[config.mk]
export PLATFORM = sky130hd
export DESIGN_NAME = fetch_unit
export DESIGN_NICKNAME = d
export VERILOG_FILES = /design/src/rtl/fetch_unit.sv
export SDC_FILE = /design/constraint.sdc
export NUM_CORES = 1
export LEC_CHECK = 0
export BUFFER_PORTS_ARGS = -buffer_cell sky130_fd_sc_hd__buf_4
export CAP_MARGIN = 0
export CORE_MARGIN = 4
export CORE_UTILIZATION = 30
export DETAILED_ROUTE_END_ITERATION = 6
export HOLD_SLACK_MARGIN = 0.12
export SLEW_MARGIN = 20
export SYNTH_ARGS = -nofsm -noshare
export SYNTH_HDL_FRONTEND = slang
export SYNTH_SLANG_ARGS = --single-unit
[constraint.sdc]
create_clock -name clk -period 5.32 [get_ports clk]
set_clock_uncertainty 0.15 [all_clocks]
set_input_delay 0.266 -clock clk [delete_from_list [all_inputs] [get_ports clk]]
set_output_delay 0.266 -clock clk [all_outputs]
set_load 0.02 [all_outputs]
[src/rtl/fetch_unit.sv]
// fetch_unit: instruction fetch stage in front of a one-cycle-latency
// synchronous instruction memory. Owns the fetch PC, keeps at most one
// read in flight and buffers returned words in a 3-entry FIFO that feeds
// decode through a valid/ready handshake. A redirect flushes everything
// and restarts fetch at the target address.
//
// Ports:
//   clk            system clock, rising edge
//   reset          asynchronous, active-high
//   imem_a         word address to instruction memory (fetch PC register)
//   imem_rd        memory read data, valid the cycle after the address
//   redirect_valid branch/jump taken: flush and refetch
//   redirect_pc    redirect target word address
//   out_valid      out_inst/out_pc hold a fetched instruction
//   out_ready      decode accepts this cycle
//   out_inst       instruction word (0 when empty)
//   out_pc         word address of out_inst (0 when empty)
module fetch_unit #(
    parameter logic [15:0] RESET_PC = 16'h0000
) (
    input  logic        clk,
    input  logic        reset,
    output logic [15:0] imem_a,
    input  logic [31:0] imem_rd,
    input  logic        redirect_valid,
    input  logic [15:0] redirect_pc,
    output logic        out_valid,
    input  logic        out_ready,
    output logic [31:0] out_inst,
    output logic [15:0] out_pc
);

    localparam int unsigned DEPTH  = 3;
    localparam int unsigned PC_W   = 16;
    localparam int unsigned INST_W = 32;
    localparam int unsigned PTR_W  = 2;
    localparam int unsigned CNT_W  = 2;
    localparam int unsigned LOAD_W = 3;

    typedef struct packed {
        logic [PC_W-1:0]   pc;
        logic [INST_W-1:0] inst;
    } fetch_entry_t;

    logic [PC_W-1:0]   r_fetch_pc;
    logic              r_inflight;
    logic [PC_W-1:0]   r_inflight_pc;
    fetch_entry_t      r_fifo [0:DEPTH-1];
    logic [PTR_W-1:0]  r_rd_ptr;
    logic [PTR_W-1:0]  r_wr_ptr;
    logic [CNT_W-1:0]  r_count;

    logic [LOAD_W-1:0] w_load;
    logic              w_issue;
    logic              w_push;
    logic              w_pop;
    fetch_entry_t      w_head;

    // Ring pointer advance over DEPTH entries.
    function automatic logic [PTR_W-1:0] ptr_inc(input logic [PTR_W-1:0] p);
        return (p == PTR_W'(DEPTH - 1)) ? PTR_W'(0) : p + PTR_W'(1);
    endfunction

    // Credit check counts the in-flight word so a later push never overflows.
    assign w_load  = LOAD_W'(r_count) + LOAD_W'(r_inflight);
    assign w_issue = (w_load < LOAD_W'(DEPTH)) && !redirect_valid;
    assign w_push  = r_inflight && !redirect_valid;
    assign w_pop   = out_valid && out_ready;

    assign w_head    = r_fifo[r_rd_ptr];
    assign imem_a    = r_fetch_pc;
    assign out_valid = (r_count != CNT_W'(0));
    assign out_inst  = out_valid ? w_head.inst : INST_W'(0);
    assign out_pc    = out_valid ? w_head.pc   : PC_W'(0);

    // Fetch PC and in-flight tracking.
    always_ff @(posedge clk or posedge reset) begin
        if (reset) begin
            r_fetch_pc    <= RESET_PC;
            r_inflight    <= 1'b0;
            r_inflight_pc <= PC_W'(0);
        end else if (redirect_valid) begin
            r_fetch_pc <= redirect_pc;
            r_inflight <= 1'b0;
        end else if (w_issue) begin
            r_inflight    <= 1'b1;
            r_inflight_pc <= r_fetch_pc;
            r_fetch_pc    <= r_fetch_pc + PC_W'(1);
        end else begin
            r_inflight <= 1'b0;
        end
    end

    // Instruction FIFO; redirect empties it, a same-cycle pop already counted.
    always_ff @(posedge clk or posedge reset) begin
        if (reset) begin
            r_rd_ptr <= PTR_W'(0);
            r_wr_ptr <= PTR_W'(0);
            r_count  <= CNT_W'(0);
            for (int i = 0; i < int'(DEPTH); i++) begin
                r_fifo[i] <= '0;
            end
        end else if (redirect_valid) begin
            r_rd_ptr <= PTR_W'(0);
            r_wr_ptr <= PTR_W'(0);
            r_count  <= CNT_W'(0);
        end else begin
            if (w_push) begin
                r_fifo[r_wr_ptr] <= '{pc: r_inflight_pc, inst: imem_rd};
                r_wr_ptr         <= ptr_inc(r_wr_ptr);
            end
            if (w_pop) begin
                r_rd_ptr <= ptr_inc(r_rd_ptr);
            end
            case ({w_push, w_pop})
                2'b10:   r_count <= r_count + CNT_W'(1);
                2'b01:   r_count <= r_count - CNT_W'(1);
                default: r_count <= r_count;
            endcase
        end
    end

endmodule

==> metrics, run 1 <==
status=completed; Die Area=31300 um^2; FILL cells=2738; sequential share of the synthesized area=0.535; hold_buf cts=69; synthesized area per cell=12.3 um^2; peak supply drop=0.163 mV; first-pass GRT wire length=32.5 mm; largest net degree at the start of global routing=184; Placed Cells=1150; worst slew pin tran=1.05 ns; relative slew slack=0.297; Netlist Area Pre-Place=8560 um^2; Post-DP HPWL=11.6 mm; io pins=117; Max Clock Freq=0.317 GHz; clk sinks=183; Final Util=0.398; area of the multi-input gates=3760 um^2; Clk Tree Root Cell=clkbuf_16; Synth Net Count=753; TritonRoute pass-1 iters=4; grt total ovfl=0; M1 WL=9.42 mm; ys flop type=dfrtp_1; Post-synth ARST share=1.00; Setup WS post-layout=2.17 ns; Leakage=4.67 nW; Placer Congestion=0.735; Core Area=27900 um^2; # port buffers=116; Final Non-Filler Cells=1253; Final Hold Fails=0; total number of vias=5977; via density per instance=4.77; n_diodes=0; top cells by area, synth=dfrtp_1 53%, mux2_2 12%, mux2_1 9.1%; cell taking the most area after synthesis=dfrtp_1; drt drc=0; post_cts resized=0; period utilization=0.593; Ys Warns=0; synth-to-layout area growth=29.8%; crit start category=flop; die height=177 um; clock transition at the registers of the reported paths=0.06 ns; critical path class=flop to output port; post-CTS setup buffers=0; H-tree levels=4; Wirelength per Cell=15.3 um; routed wire length=19.2 mm; chip width=177 um; most numerous cell in the Yosys netlist=dfrtp_1; CTS tree=done; critical path capture point type=output port; Top Metal Used=met4; final net count=917; vias in the first global route=6249; CP Max Fanout=61; hold depth=1; Max Cap Viol=0; metal2 WL=8.94 mm; R2R depth=7; Final setup viols=0; share of post-route cells with drive strength above 1=0.295; Post-synth EDFFs=0; post-synth cell types=39; commonest cells in the netlist=183 x dfrtp_1, 91 x mux2_2, 69 x mux2_1; Clock Tree Buf Depth=2; initial antenna violation count=0; Reg area=4590 um^2; Crit path required time=4.90 ns; DP Worst Slack=2.27 ns; worst skew pair latency=0.42 ns; final antenna-violating net count=0; Initial Util=0.307; fin crit period=3.15 ns; Hold Path Class=flop to flop; RSZ-0062 raised after global routing=no; WP data arrival=2.74 ns; setup_tns=0 ns; initial drt markers=236; WL met3=674 um; Synth top area share=0.535; Yosys reg bits=183; total track usage=0.128; Num CTS Buffers=17; Total Power=0.00448 W; FP Rows=61; Max Slew Vio Count=0; Synth Instances=698; pwr dens=403 nW/um^2
## cell type report
type                       instances  area share
clock inverter                    13      0.0153
timing repair buffer             194       0.150
inverter                           3     0.00135
multi-input combinational        463       0.338
tap                              378      0.0426
clock buffer                      19      0.0399
sequential                       183       0.413
## worst paths after layout
kind | start | end | slack, ns
min in group asynchronous | reset | r_inflight_pc[2] | 0.34
setup / recovery | r_rd_ptr[1] | out_inst[19] | 2.17
hold / removal | r_fifo[143] | r_fifo[143] | 0.33
setup reg to reg | r_inflight | imem_a[7] | 2.30
max in group asynchronous | reset | r_fifo[57] | 3.81
hold reg to reg | r_fifo[143] | r_fifo[143] | 0.33
## cells by family (layout without fill, tap and decap cells)
family,Yosys count,count (layout),synth area share
adder cells (fa/ha/maj),3,3,0.00438
AO/OA/AOI/OAI,79,79,0.0687
multiplexers,211,211,0.270
AND/OR/NAND/NOR,162,162,0.0847
XOR/XNOR,8,8,0.00818
buffers and inverters,52,229,0.0292
flip-flops,183,183,0.535
## cells in the final DEF, fill, tap and decap left out, types with 2 or more instances in the layout
| master | instances |
|---|---|
| dfrtp_1 | 181 |
| buf_4 | 122 |
| mux2_2 | 91 |
| mux2_1 | 69 |
| dlygate4sd3_1 | 69 |
| nor2_1 | 63 |
| nand2_1 | 62 |
| mux2i_1 | 51 |
| o22a_1 | 45 |
| clkbuf_16 | 17 |
| o21ai_0 | 15 |
| a21oi_1 | 7 |
| a31oi_1 | 7 |
| nand3_1 | 7 |
| nand4_1 | 6 |
| xor2_1 | 6 |
| or3_1 | 5 |
| and2_1 | 3 |
| clkinvlp_4 | 3 |
| or4_1 | 3 |
| ha_1 | 3 |
| bufinv_16 | 3 |
| clkinv_4 | 3 |
| nor3b_4 | 2 |
| o31ai_1 | 2 |
| xnor2_1 | 2 |
| clkinv_2 | 2 |
| inv_6 | 2 |
| dfrtp_4 | 2 |
## metrics by stage
step                      area [um^2]  hold slack, ns
after global placement           9770           0.316
after floorplan                  8570           0.194
after detailed placement         9770           0.324
final                           11100           0.335
after global routing            11100           0.350
after CTS                       11100           0.339
## layer usage
metal | global-route usage | vias up
met4 | 0.0280 | 0
met3 | 0.0265 | 11
met5 | 0 | -
met1 | 0.178 | 3037
met2 | 0.205 | 108
li1 | - | 2821
## registers in the layout (all words and copies together), names as in the netlist
| signal | count |
|---|---|
| r_wr_ptr | 2 |
| imem_a | 16 |
| r_fifo | 144 |
| r_rd_ptr | 2 |
| r_count | 2 |
| r_inflight_pc | 16 |
| r_inflight | 1 |
## worst max-delay path, stage by stage (launching register included)
cell and delay, ns:
dfrtp_4 1.02, buf_4 0.58, mux2i_1 0.16, o22a_1 0.21, nor2_1 0.16, buf_4 0.18
## report_power, final
| group | switching (W) | internal [W] |
|---|---|---|
| clock | 0.000545 | 0.000760 |
| sequential | 0.000272 | 0.00183 |
| combinational | 0.000446 | 0.000623 |
Note: power is estimated with default switching activity, not from simulation.
==> run 2: changes to the inputs <==
Settings changed: ABC_AREA from default to 1.
Clock period 5.32 ns to 3.2 ns, I/O delays scaled along.
==> run 2 against run 1 <==
  * Via count is 24% higher
  * Wire length is 15% higher
  * Register-to-register slack worse by 1.7 ns
==> metrics, run 2 <==
Post-synth EDFFs=0; period utilization=0.818; FP Rows=61; cells along the critical path=ha_1, ha_1, nand2_1, nand3_2, inv_1, nand3_1, nand3_1, dlygate4sd3_1; crit start category=flop; relative slew slack=0.484; Synth top area share=0.533; Setup WS post-layout=0.582 ns; largest net degree at the start of global routing=74; n_diodes=0; CP Max Fanout=15; Comb pwr share=0.406; Clk Tree Root Cell=clkbuf_16; Yosys reg bits=183; Leakage=5.69 nW; Final Hold Fails=0; initial antenna violation count=0; Crit path required time=3.43 ns; Initial Util=0.307; Final Util=0.395; vias in the first global route=7384; Synth Net Count=1143; Max Cap Viol=0; fin crit period=2.62 ns; commonest cells in the netlist=400 x nand2_1, 183 x dfrtp_1, 127 x inv_1; Final Non-Filler Cells=1642; post_cts resized=0; final net count=1306; Clock Tree Buf Depth=2; Num CTS Buffers=17; Max Clock Freq=0.382 GHz; Post-synth ARST share=1.00; Final Cell Area=11100 um^2; CP max stage cell=dlygate4sd3_1; max reg flops=144; final antenna-violating net count=0; Ys Warns=0; Netlist Area Pre-Place=8590 um^2; Int Pwr=0.00599 W; status=completed; post-synth cell types=28; via density per instance=4.51; Sequential Power Share=0.388; clk sinks=183; Core Area=28000 um^2; Post-DP HPWL=14.2 mm; Top reg by flops=r_fifo; FILL cells=2870; Wirelength per Cell=13.4 um; synthesized area per cell=7.90 um^2; most common cell after layout, fill and taps aside=nand2_1; Hold Path Class=flop to flop; cell taking the most area after synthesis=dfrtp_1; total number of vias=7400; placed instance area=9770 um^2; worst slew pin tran=0.775 ns; H-tree levels=4; grt total ovfl=0; initial drt markers=612; drt drc=0; critical path capture point type=flop; setup_tns=0 ns; post-CTS setup buffers=0; die height=177 um; share of post-route cells with drive strength above 1=0.142; hold_buf cts=71; top cells by area, synth=dfrtp_1 53%, nand2_1 17%, o21ai_0 6.5%; io pins=117; Synth Instances=1088; Placer Congestion=0.792; total track usage=0.146; peak supply drop=0.462 mV; DP Worst Slack=1.01 ns; # port buffers=116; first-pass GRT wire length=37.2 mm; ys flop type=dfrtp_1; critical path class=flop to flop; Final setup viols=0; WP data arrival=2.85 ns; pwr dens=919 nW/um^2; most frequent cells in the layout=399 x nand2_1, 183 x dfrtp_1, 127 x buf_4; clock transition at the registers of the reported paths=0.08 ns; switch share=0.411; chip width=177 um; Placed Cells=1539; Psw=0.00418 W; sequential share of the synthesized area=0.533; worst skew pair latency=0.43 ns; CTS tree=done; synth-to-layout area growth=28.9%; clock group share of total power=0.206; RSZ-0062 raised after global routing=no; routed wire length=22.0 mm; crit-path max cell delay=0.55 ns; Die Area=31400 um^2; most numerous cell in the Yosys netlist=nand2_1; Max Slew Vio Count=0; TritonRoute pass-1 iters=5
## run 2: cell types whose count changed after synthesis, sizes merged, moves of 7 or more
cell   previous run  this run
mux2            160         0
o22a             45         0
inv               3       131
o21ai            15       172
mux2i            51         0
nand2            63       401
buf              24        31
nor2             64        31
nand3             7        85
## run 2: power groups by stage
| stage | clock network, W | logic [W] | registers, W |
|---|---|---|---|
| global placement | 0 | 0.00404 | 0.00394 |
| floorplan | 0 | 0.00268 | 0.00391 |
| finish | 0.00210 | 0.00413 | 0.00394 |
| CTS | 0.00216 | 0.00420 | 0.00393 |
| global route | 0.00226 | 0.00472 | 0.00408 |
| detailed placement | 0 | 0.00410 | 0.00397 |
## run 2: layer usage
| layer | routed length, um | GRT usage | share of wire | vias up |
|---|---|---|---|---|
| met1 | 10600 | 0.202 | 0.48 | 3462 |
| met4 | 167 | 0.0361 | 0.0076 | 0 |
| met5 | 0 | 0 | 0 | - |
| met3 | 1110 | 0.0327 | 0.050 | 10 |
| met2 | 10100 | 0.232 | 0.46 | 188 |
| li1 | - | - | - | 3740 |
## run 2: worst paths after layout
| check | startpoint | end | slack (ns) | cells past startpoint |
|---|---|---|---|---|
| min in group asynchronous | reset | r_fifo[49] | 0.68 | 4 |
| max | r_count[0] | imem_a[8] | 0.58 | 8 |
| max in group asynchronous | reset | r_fifo[121] | 1.54 | 5 |
| max reg2reg | r_count[0] | imem_a[8] | 0.58 | 8 |
| min | r_fifo[34] | r_fifo[34] | 0.34 | 2 |
| min reg2reg | r_fifo[34] | r_fifo[34] | 0.34 | 2 |
## run 2: area by class of cell
| cell class | count | area [um^2] | share of cell area |
|---|---|---|---|
| clock buffers | 17 | 425 | 0.0384 |
| clock inverters | 15 | 165 | 0.0149 |
| well taps | 378 | 473 | 0.0427 |
| repair buffers | 202 | 1740 | 0.158 |
| flip-flops and latches | 183 | 4580 | 0.414 |
| multi-input cells | 716 | 3180 | 0.287 |
| inverters | 131 | 500 | 0.0452 |
## run 2: per-stage QoR
stage / hold slack, ns / total power, W
3_3_place_gp: 0.00528 / 0.00798
2_1_floorplan: 0.143 / 0.00659
4_1_cts: 0.342 / 0.0103
6_report: 0.338 / 0.0102
3_5_place_dp: 0.000675 / 0.00807
5_1_grt: 0.354 / 0.0111
## run 2: cell families after synthesis
group,Yosys count,share of synthesized area
AND/OR/NAND/NOR,526,0.251
buffers and inverters,189,0.0992
AO/OA/AOI/OAI,185,0.110
flip-flops,183,0.533
adder cells (fa/ha/maj),3,0.00437
XOR/XNOR,2,0.00204
## run 2: critical path: cells and delay by family, from the launching register on
| family | cells | cell delay [ns] |
|---|---|---|
| DFF | 1 | 0.43 |
| adders and majority gates | 2 | 0.46 |
| and+or+nand+nor | 4 | 0.53 |
| buffers and inverters | 2 | 0.99 |
==> run 3: changes to the inputs <==
Clock period 3.2 ns to 2.1 ns, I/O delays scaled along.
==> run 3 against run 2 <==
  * Cell count rose by 1.3%
  * Combinational power rose by 77%
  * Critical endpoint is now out_inst[20]
  * Die area did not move
  * First-iteration DRC count fell by 26%
  * Sequential power rose by 52%
  * Flip-flop and latch count did not move
  * Hold slack got worse by 0.13 ns
  * Setup slack got worse by 0.53 ns
  * Critical path type is now flop to output port
  * Global-route usage rose by 0.16 points
==> metrics, run 3 (synthesis results as in run 2) <==
Post-DP HPWL=14.2 mm; Final Cell Area=11700 um^2; chip width=177 um; io pins=117; clk sinks=183; total track usage=0.147; peak supply drop=0.560 mV; RSZ-0062 raised after global routing=yes; via density per instance=4.48; worst slew pin tran=0.616 ns; routed wire length=23.2 mm; final net count=1327; pwr dens=1440 nW/um^2; largest net degree at the start of global routing=109; Max Clock Freq=0.489 GHz; metal2 WL=10.7 mm; status=completed; first-pass GRT wire length=37.2 mm; WL met3=971 um; Final setup viols=0; Top Metal Used=met4; most common cell after layout, fill and taps aside=nand2_1; Clock Tree Buf Depth=2; n_diodes=0; Top reg by flops=r_fifo; CP Max Fanout=13; FP Rows=61; vias in the first global route=7235; CTS tree=done; initial antenna violation count=0; Wirelength per Cell=14.0 um; M1 WL=11.3 mm; relative slew slack=0.589; Leakage=5.95 nW; Num CTS Buffers=17; Final Non-Filler Cells=1663; Die Area=31400 um^2; Worst Setup SP=r_rd_ptr[1]; grt total ovfl=0; setup_tns=0 ns; Max Slew Vio Count=0; WP data arrival=1.79 ns; Setup WS post-layout=0.0547 ns; Core Area=28000 um^2; critical path class=flop to output port; share of post-route cells with drive strength above 1=0.182; initial drt markers=450; Hold Path Class=input pin to asynchronous set/reset pin; Placed Cells=1549; most frequent cells in the layout=394 x nand2_1, 181 x dfrtp_1, 112 x o21ai_0; final antenna-violating net count=0; Max Cap Viol=0; synth-to-layout area growth=36.0%; drt drc=0; Crit path required time=1.85 ns; # port buffers=116; RR Startpoint=r_count[0]; fin crit period=2.05 ns; crit start category=flop; CP max stage cell=dfrtp_2; clock transition at the registers of the reported paths=0.07 ns; die height=177 um; Placer Congestion=0.847; total number of vias=7452; Initial Util=0.307; crit-path max cell delay=0.43 ns; period utilization=0.974; TritonRoute pass-1 iters=5; worst skew pair latency=0.43 ns; placed instance area=9940 um^2; H-tree levels=4; DP Worst Slack=0.217 ns; Final Hold Fails=0; Clk Tree Root Cell=clkbuf_16; max reg flops=144; critical path capture point type=output port; cells along the critical path=inv_2, nor2_4, buf_6, clkbuf_16, nand2_1, nand3_1, nand2_1, inv_1, buf_6
## run 3: cell types whose count changed in the layout (fill, tap and decap cells not counted), sizes merged, moves of 3 or more
| cell | change |
|---|---|
| dlygate4sd3 | -3 |
| clkbuf | +6 |
| clkinvlp | -3 |
| inv | -3 |
| buf | +20 |
| bufinv | +3 |
## run 3: final timing paths
path	endpoint	slack, ns	cells past startpoint
worst min register to register	r_fifo[96]	0.33	2
worst min-delay path	imem_a[15]	0.20	4
worst max register to register	r_rd_ptr[1]	0.16	7
min in group clk	r_fifo[96]	0.33	2
worst max-delay path	out_inst[20]	0.05	9
max in group asynchronous	r_fifo[70]	1.05	4
## run 3: repair_timing
action                                  CTS  global route
hold buffers                             68             0
endpoints found under the setup margin   34            46
hold endpoints to repair                301             0
resized for setup                        24            46
cloned                                    1             4
pin swaps                                 5             4
setup buffers                             4             5
## run 3: critical path, delay by kind of cell (launching register included)
family / cells / cell delay (ns)
buffers and inverters: 5 / 0.56
AND/OR/NAND/NOR: 4 / 0.37
flip-flops: 1 / 0.43
## run 3: layout make-up
type | instances | area [um^2]
fill | 2819 | 16300
sequential | 183 | 4580
multi-input combinational | 716 | 3230
timing repair buffer | 223 | 2250
inverter | 131 | 500
tap | 378 | 473
clock buffer | 19 | 453
clock inverter | 13 | 193
## run 3: metal layers
metal,up-vias,track usage
li1,3781,-
met1,3493,0.206
met2,152,0.235
met3,26,0.0308
met4,0,0.0348
met5,-,0
## run 3: per-stage QoR
stage                     power, W  hold slack [ns]   util
after floorplan             0.0100           0.0880      -
after global placement      0.0124            0.143  0.355
after detailed placement    0.0125            0.138  0.355
after CTS                   0.0166            0.208  0.408
after global routing        0.0181            0.249  0.417
final                       0.0168            0.205  0.417
## run 3: where the power goes
group          total, W  internal, W  switching, W
Clock           0.00350      0.00207       0.00143
Sequential      0.00599      0.00506      0.000931
Combinational   0.00730      0.00310       0.00420
Total            0.0168       0.0102       0.00656
